**config.mk**
```make
export PLATFORM = sky130hd
export DESIGN_NAME = tx_frame_gen
export DESIGN_NICKNAME = d
export VERILOG_FILES = /design/src/rtl/tx_frame_gen.sv
export SDC_FILE = /design/constraint.sdc
export NUM_CORES = 1
export LEC_CHECK = 0
export ABC_AREA = 0
export BUFFER_PORTS_ARGS = -buffer_cell sky130_fd_sc_hd__clkbuf_2
export CORE_UTILIZATION = 37
export DETAILED_ROUTE_END_ITERATION = 10
export SLEW_MARGIN = 20
export SYNTH_ARGS = -nofsm -noshare
export SYNTH_HDL_FRONTEND = slang
export SYNTH_SLANG_ARGS = --single-unit
```
**constraint.sdc**
```tcl
create_clock -name tx_std_clkout -period 4.9 [get_ports tx_std_clkout]
set_clock_uncertainty 0.1 [all_clocks]
set_input_delay 0.245 -clock tx_std_clkout [delete_from_list [all_inputs] [get_ports tx_std_clkout]]
set_output_delay 0.245 -clock tx_std_clkout [all_outputs]
set_load 0.1 [all_outputs]
```
**src/rtl/tx_frame_gen.sv**
```systemverilog
`default_nettype none
// ============================================================================
// Module      : tx_frame_gen
// Description : Transceiver frame generator. Emits header, timestamp, FIFO
//               payload and trailer words, grouping frames in fours.
// Revision    : 1.0 - initial release
// ============================================================================
module tx_frame_gen #(
    parameter int          PAYLOAD_LEN = 125,
    parameter int          GAP_LEN     = 3,
    parameter logic [15:0] TS_INIT     = 16'd5
) (
    input  logic        tx_std_clkout,
    input  logic        rst_n,
    input  logic        tx_enable,
    input  logic [7:0]  src_usedw,
    input  logic [15:0] src_data,
    output logic        src_rd_req,
    output logic [15:0] TX_data,
    output logic [1:0]  tx_datak,
    output logic        busy,
    output logic        frame_done
);

    localparam logic [7:0] c_USEDW_MIN = 8'(PAYLOAD_LEN);
    localparam logic [7:0] c_PAY_LAST  = 8'(PAYLOAD_LEN - 1);
    localparam logic [7:0] c_GAP_LAST  = 8'((GAP_LEN > 0) ? GAP_LEN - 1 : 0);
    localparam bit         c_HAS_GAP   = (GAP_LEN > 0);

    typedef enum logic [2:0] {
        S_IDLE    = 3'd0,
        S_GAP     = 3'd1,
        S_HDR     = 3'd2,
        S_TS      = 3'd3,
        S_PAYLOAD = 3'd4,
        S_TRAILER = 3'd5
    } state_t;

    state_t      r_state;
    state_t      w_next;
    logic [7:0]  r_cnt;
    logic [1:0]  r_idx;
    logic [15:0] r_ts;
    logic        w_start;
    logic [1:0]  w_idx_next;

    assign w_start    = tx_enable && (src_usedw >= c_USEDW_MIN);
    assign w_idx_next = r_idx + 2'd1;
    assign src_rd_req = (r_state == S_PAYLOAD);

    always_comb begin
        w_next = r_state;
        case (r_state)
            S_IDLE: begin
                if (w_start)
                    w_next = (r_idx == 2'd0 && c_HAS_GAP) ? S_GAP : S_HDR;
            end
            S_GAP: begin
                if (r_cnt == c_GAP_LAST)
                    w_next = S_HDR;
            end
            S_HDR:     w_next = S_TS;
            S_TS:      w_next = S_PAYLOAD;
            S_PAYLOAD: begin
                if (r_cnt == c_PAY_LAST)
                    w_next = S_TRAILER;
            end
            S_TRAILER: begin
                // The start decision here already sees the advanced frame index.
                if (w_start)
                    w_next = (w_idx_next == 2'd0 && c_HAS_GAP) ? S_GAP : S_HDR;
                else
                    w_next = S_IDLE;
            end
            default:   w_next = S_IDLE;
        endcase
    end

    always_ff @(posedge tx_std_clkout or negedge rst_n) begin
        if (!rst_n) begin
            r_state <= S_IDLE;
            r_cnt   <= 8'd0;
            r_idx   <= 2'd0;
            r_ts    <= TS_INIT;
        end else begin
            r_state <= w_next;
            if (w_next != r_state)
                r_cnt <= 8'd0;
            else if (r_state == S_GAP || r_state == S_PAYLOAD)
                r_cnt <= r_cnt + 8'd1;
            if (r_state == S_TS)
                r_ts <= r_ts + 16'd1;
            if (r_state == S_TRAILER)
                r_idx <= w_idx_next;
        end
    end

    // Output words are registered, so they trail the state by one cycle.
    always_ff @(posedge tx_std_clkout or negedge rst_n) begin
        if (!rst_n) begin
            TX_data    <= 16'hFFFF;
            tx_datak   <= 2'b00;
            busy       <= 1'b0;
            frame_done <= 1'b0;
        end else begin
            tx_datak   <= 2'b00;
            busy       <= (r_state != S_IDLE);
            frame_done <= (r_state == S_TRAILER);
            case (r_state)
                S_HDR:     TX_data <= (r_idx == 2'd0) ? 16'hDEAD : 16'hBEEF;
                S_TS:      TX_data <= r_ts;
                S_PAYLOAD: TX_data <= src_data;
                S_TRAILER: TX_data <= 16'h7FFF;
                default:   TX_data <= 16'hFFFF;
            endcase
        end
    end

endmodule
`default_nettype wire
```
==> metrics.txt, run 1 <==
outcome finished clean; htree depth 2; Hold WC Path Type in -> reg; multi-input logic area approximately 0.0011 mm2; clock network power share a little over a third; flop2flop setup slack 2180 ps; Final Slew Violations 0; EDFF count, synth 0; GP Congestion about 0.81; Die W 82.7 um; endpoints failing setup 0; CTS Root Cell clkbuf_8; global route overflow 0; DRC viols 0; Clk Latency, worst-skew pair a little over 300 ps; Filler cells roughly 620; CTS buffer count 5; critical path startpoint category flip-flop; Cells after DPL 341; async set-reset flop share out of synthesis 100%; largest net degree at the start of global routing 48; PortBufs 45; Worst R2R End r_ts[13]; switching power approximately 0.00022 W; initial DRC count roughly 120; # hold bufs at CTS 1; Slew HR between 30% and 40%; Diodes inserted 0; storage element area 0.00120 mm2; CP required roughly 5000 ps; layout cells sized above 1 between 20% and 30%; Die ar. approximately 0.007 mm2; Crit. End Element flip-flop; Lkg Pwr around 1.3 nW; post-route ant nets 0; post-CTS sizing 0; Setup TNS Final 0 ps; initial antenna violation count 0; Distinct cells, synth 43; post-route insts no fill 350; worst hold stages 3; core area 0.00631 mm2; area delta synth->final 15.7%; Reg power frac about 52%; combinational fraction of design power between 10% and 20%; Peak Freq 0.367 GHz; final hold violations 0; pwr dens around 280 mW/mm2; Synth Flop Type dfrtp_1; switch share between 20 and 30%; sequential share of the synthesized area between 40 and 50%; vias per inst approximately 5.1; post-CTS setup buffers 0; Post-Synthesis Cell Area roughly 0.0024 mm2; crit share post-route 55.6%; HP Start src_data[8]; final WL 4.68 mm; R2R Path Start r_state[0]; commonest non-fill, non-tap cells in the layout clkbuf_2 (45), dfrtp_1 (29), nor2_1 (22), dfstp_2 (18), nand2_1 (16); # rows 29; Avg Inst Size Synth ~10 um2; Syn Inst Count 231; most common cell after layout, fill and taps aside clkbuf_2; crit-path max FO 36; gr usage total between 10% and 20%; post-route cell area 0.00279 mm2; placed instance area 0.00267 mm2; DR pass1 iterations 4; Initial Util about two fifths; Critical Setup Path Class reg -> reg; max-cap violations 0; DP Wirelength ~3.3 mm; Max rail drop VDD about 0.12 mV; WL per Instance 13.4 um; CTS tree done; via count 1802; Clock Path Buffers 2; die height 82.7 um; Yosys Warn Count 0; vias in the first global route roughly 1700; WHS Endpoint TX_data[8]; Critical Path AT between 2000 and 3000 ps; worst slew pin tran a little under 1000 ps; clk sinks 47; unrepaired setup endpoints after global routing false; internal power about 0.00055 W; Clk pin slew, worst setup/hold paths 100 ps; IO Pins 48; global-route wire length before repair a little over 8 mm; R2R cell count 5; minimum clock period 2720 ps; nets around 310; flops & latches, synth 47
## logic make-up (layout without fill, tap and decap cells)
| kind of cell | after synthesis | after routing | synth area share, % |
|---|---|---|---|
| flops | 47 | 47 | 49.8 |
| buf+inv | 19 | 60 | 3.74 |
| compound gates | 38 | 38 | 11.6 |
| xor+xnor | 25 | 25 | 9.09 |
| mux | 4 | 4 | 1.77 |
| fa+ha+maj | 7 | 7 | 3.64 |
| other cells | 1 | 2 | 0.156 |
| simple gates | 90 | 90 | 20.2 |
## cells in the mapped netlist (all sizes together) (7+ instances only)
cell	n	area, um2
a21oi	9	45.0
buf	7	45.0
clkbuf	7	26.3
dfrtp	29	726
dfstp	18	473
ha	7	87.6
nand2	16	60.1
nand3	11	55.1
nor2	22	82.6
nor2b	13	81.3
o221ai	10	87.6
xnor2	13	114
xor2	12	105
## metal layers
metal	global-route usage [%]	up-vias	part of all wire (%)
met5	0	-	0
met4	7.24	0	1.5
met3	2.64	5	4.4
met2	23.0	41	43
met1	22.6	865	51
li1	-	891	-
## power groups by stage
stage                     Clock [W]  Sequential, W  Combinational [W]
after floorplan                   0       0.000461          0.0000160
after global placement            0       0.000408          0.0000929
after detailed placement          0       0.000408          0.0000930
after CTS                  0.000276       0.000401          0.0000938
after global routing       0.000293       0.000402          0.0000992
final                      0.000273       0.000401          0.0000929
## state kept, by name, indices dropped and copies added, names as in the netlist
register    flops
frame_done      1
r_idx           2
r_state         3
busy            1
r_cnt           8
r_ts           16
TX_data        16
## cell type report
cell class	instances	area share, %
sequential	47	43.0
multi-input combinational	166	40.3
timing repair buffer	47	8.71
tap	77	3.46
clock buffer	6	3.37
inverter	5	0.673
clock inverter	2	0.494
## critical path: stages (launching register included)
cell     delay, ps
dfrtp_1       1000
and3b_1        580
nand4_1        280
nor3_1         380
nand3_1        150
xnor2_1        140
## worst max-delay path by stage
stage               slack, ps  endpoint  depth (start not counted)        from
floorplan                2450  r_cnt[0]                          6  r_state[1]
global placement         2260  r_ts[13]                          5  r_state[0]
detailed placement       2180  r_ts[13]                          5  r_state[0]
CTS                      2170  r_ts[13]                          5  r_state[0]
global route             1890  r_ts[15]                          5  r_state[0]
finish                   2180  r_ts[13]                          5  r_state[0]
## through the flow
stage                     worst slack (ps)  total power (W)  hold WS [ps]  utilization, %
after floorplan                       2450         0.000477          -151               -
after global placement                2260         0.000501           268            42.3
after detailed placement              2180         0.000501           276            42.3
after CTS                             2170         0.000771          80.6            44.2
after global routing                  1890         0.000794          82.5            44.2
final                                 2180         0.000767          79.2            44.2
Power figures use the tool's default switching activity.
==> run 2: changes to the inputs <==
ABC_AREA = 1   (was 0)
clock period = 2.3 ns   (was 4.9 ns; I/O delays follow)
==> metrics.txt, run 2 <==
M1 WL 2.41 mm (+1.4%); EDFF count, synth 0 (unchanged); global route overflow 0 (unchanged); crit share post-route 90.3%; async set-reset flop share out of synthesis 100% (unchanged); CTS Root Cell clkbuf_8; Synth top area share 29.5% (-0.64 points); core area 0.00639 mm2 (+1.1%); placed instance area 0.00278 mm2 (+4.2%); Peak Freq ~0.48 GHz; IO Pins 48 (unchanged); layout cells sized above 1 32.8% (+4.6 points); Max rail drop VDD 0.348 mV (+190%); htree depth 2 (unchanged); post-CTS setup buffers 0 (unchanged); flop2flop setup slack 340 ps (-1840 ps); post-route cell area 0.00305 mm2 (+9.5%); via count 1909 (+5.9%); Final Core Density 47.8% (+3.6 points); most common cell after layout, fill and taps aside nand2_1; DRC viols 0 (unchanged); Critical Path AT 1860 ps (-970 ps); # rows 29 (unchanged); area delta synth->final 24.0%; Met3 Wirelength 140 um (-32%); DP Wirelength 3.68 mm (+13%); Crit. Startpoint r_state[0]; GP Congestion 0.783 (-3.4%); clk sinks 47 (unchanged); CP max stage cell dfrtp_1; PortBufs 45 (unchanged); nets 371 (+21%); max-cap violations 0 (unchanged); final hold violations 0 (unchanged); crit-path max FO 17 (-53%); post-route ant nets 0 (unchanged); R2R Path Start r_state[2]; post-CTS sizing 0 (unchanged); Hold WC Path Type in -> reg; global-route wire length before repair 8.56 mm (+5.4%); sequential share of the synthesized area 48.7% (-1.1 points); Avg Inst Size Synth 9.18 um2 (-12%); met2 wire length 2.33 mm (+15%); Post-Synthesis Cell Area 0.00246 mm2 (+2.2%); CP Cell Sequence nor2_2 -> nand2_2 -> inv_2 -> buf_4 -> clkbuf_2; WL per Instance 11.9 um (-11%); Lkg Pwr 1.55 nW (+22%); CP required 2090 ps (-2910 ps); DR pass1 iterations 4 (unchanged); Clock Path Buffers 2 (unchanged); Clk Latency, worst-skew pair 300 ps (about the same); pwr dens 528 mW/mm2 (+92%); initial antenna violation count 0 (unchanged); Synth top cells by count nand2_1 (47), inv_1 (34), dfrtp_1 (29); largest net degree at the start of global routing 28 (-42%); minimum clock period ~2100 ps; Clk pin slew, worst setup/hold paths 90 ps (about the same); Pwr Total 0.00161 W (+110%); endpoints failing setup 0 (unchanged); Initial Util 38.5% (+0.39 points); outcome finished clean; Distinct cells, synth 31 (-28%); max layer used met4; Setup TNS Final 0 ps (unchanged); CP max stage delay 500 ps (-500 ps); Synth Flop Type dfrtp_1; initial DRC count 89 (-25%); commonest non-fill, non-tap cells in the layout nand2_1 (47), clkbuf_2 (45), inv_1 (34), dfrtp_1 (29); vias in the first global route 1833 (+7.5%); Synth area leaders dfrtp_1 (29%), dfstp_2 (19%), xor2_1 (7.8%); most numerous cell in the Yosys netlist nand2_1; worst slew pin tran 673 ps (-307 ps); critical path startpoint category flip-flop; Final Slew Violations 0 (unchanged); Syn Inst Count 268 (+16%); die height 83.6 um (+1.1%); final WL 4.94 mm (+5.5%); unrepaired setup endpoints after global routing false; flops & latches, synth 47 (unchanged); Diodes inserted 0 (unchanged); Die W 83.6 um (+1.1%); Critical Setup Path Class reg -> out; CTS tree done; post-synth top area cell dfrtp_1; vias per inst 4.60 (-11%); Filler cells 632 (+1.6%); Yosys Warn Count 0 (unchanged); Top Registers TX_data (16), r_ts (16), r_cnt (8); CTS buffer count 5 (unchanged); gr usage total 15.3% (-0.51 points); R2R cell count 8 (+3); worst setup path endpoint src_rd_req; Die ar. 0.00698 mm2 (+2.1%); Slew HR 55.1% (+20 points); Crit. End Element primary output; Worst R2R End r_ts[14]
-- run 2: cell families after synthesis --
kind of cell,count (synthesis),share of synthesized area [%]
simple gates,119,25.2
buf+inv,47,7.78
flops,47,48.7
compound gates,25,6.81
xor+xnor,22,7.83
fa+ha+maj,7,3.56
other cells,1,0.152
-- run 2: cell type report --
class | count | area (um2) | area share, %
clock buffer | 6 | 82.6 | 2.71
clock inverter | 2 | 16.3 | 0.533
inverter | 42 | 158 | 5.17
multi-input combinational | 175 | 1070 | 35.2
sequential | 47 | 1200 | 39.3
tap | 77 | 96.3 | 3.16
timing repair buffer | 66 | 425 | 13.9
-- run 2: per-layer routing --
layer	GRT usage [%]	up-vias
li1	-	986
met1	20.8	884
met2	25.2	34
met3	1.88	5
met4	5.55	0
met5	0	-
-- run 2: power breakdown --
part | internal [W] | switching (W)
logic | 0.0000565 | 0.000165
clock network | 0.000246 | 0.000288
registers | 0.000851 | 0.00000425
-- run 2: worst min-delay path by stage --
stage	start	to	slack (ps)	cells after the start
finish	tx_enable	r_state[1]	40	3
global route	tx_enable	r_state[1]	50	3
CTS	tx_enable	r_state[1]	30	3
detailed placement	rst_n	r_ts[6]	80	1
global placement	rst_n	r_ts[6]	90	1
floorplan	rst_n	busy	-280	0
-- run 2: repair_timing --
item | in CTS | in global routing
setup endpoints to repair | 0 | 0
endpoints found under the hold margin | 35 | 0
hold buffers | 17 | 0
-- run 2: critical path, delay by kind of cell, from the launching register on --
kind                   cells  cell delay [ps]
and+or+nand+nor            2              290
buffers and inverters      3              770
DFF                        1              500
-- run 2: per-stage QoR --
stage / hold slack, ps / setup slack [ps] / cells
6_report: 43.5 / 222 / 415
5_1_grt: 45.5 / 116 / 415
4_1_cts: 31.7 / 197 / 415
3_5_place_dp: 83.7 / 330 / 390
3_3_place_gp: 87.4 / 363 / 390
2_1_floorplan: -281 / 49.7 / 269
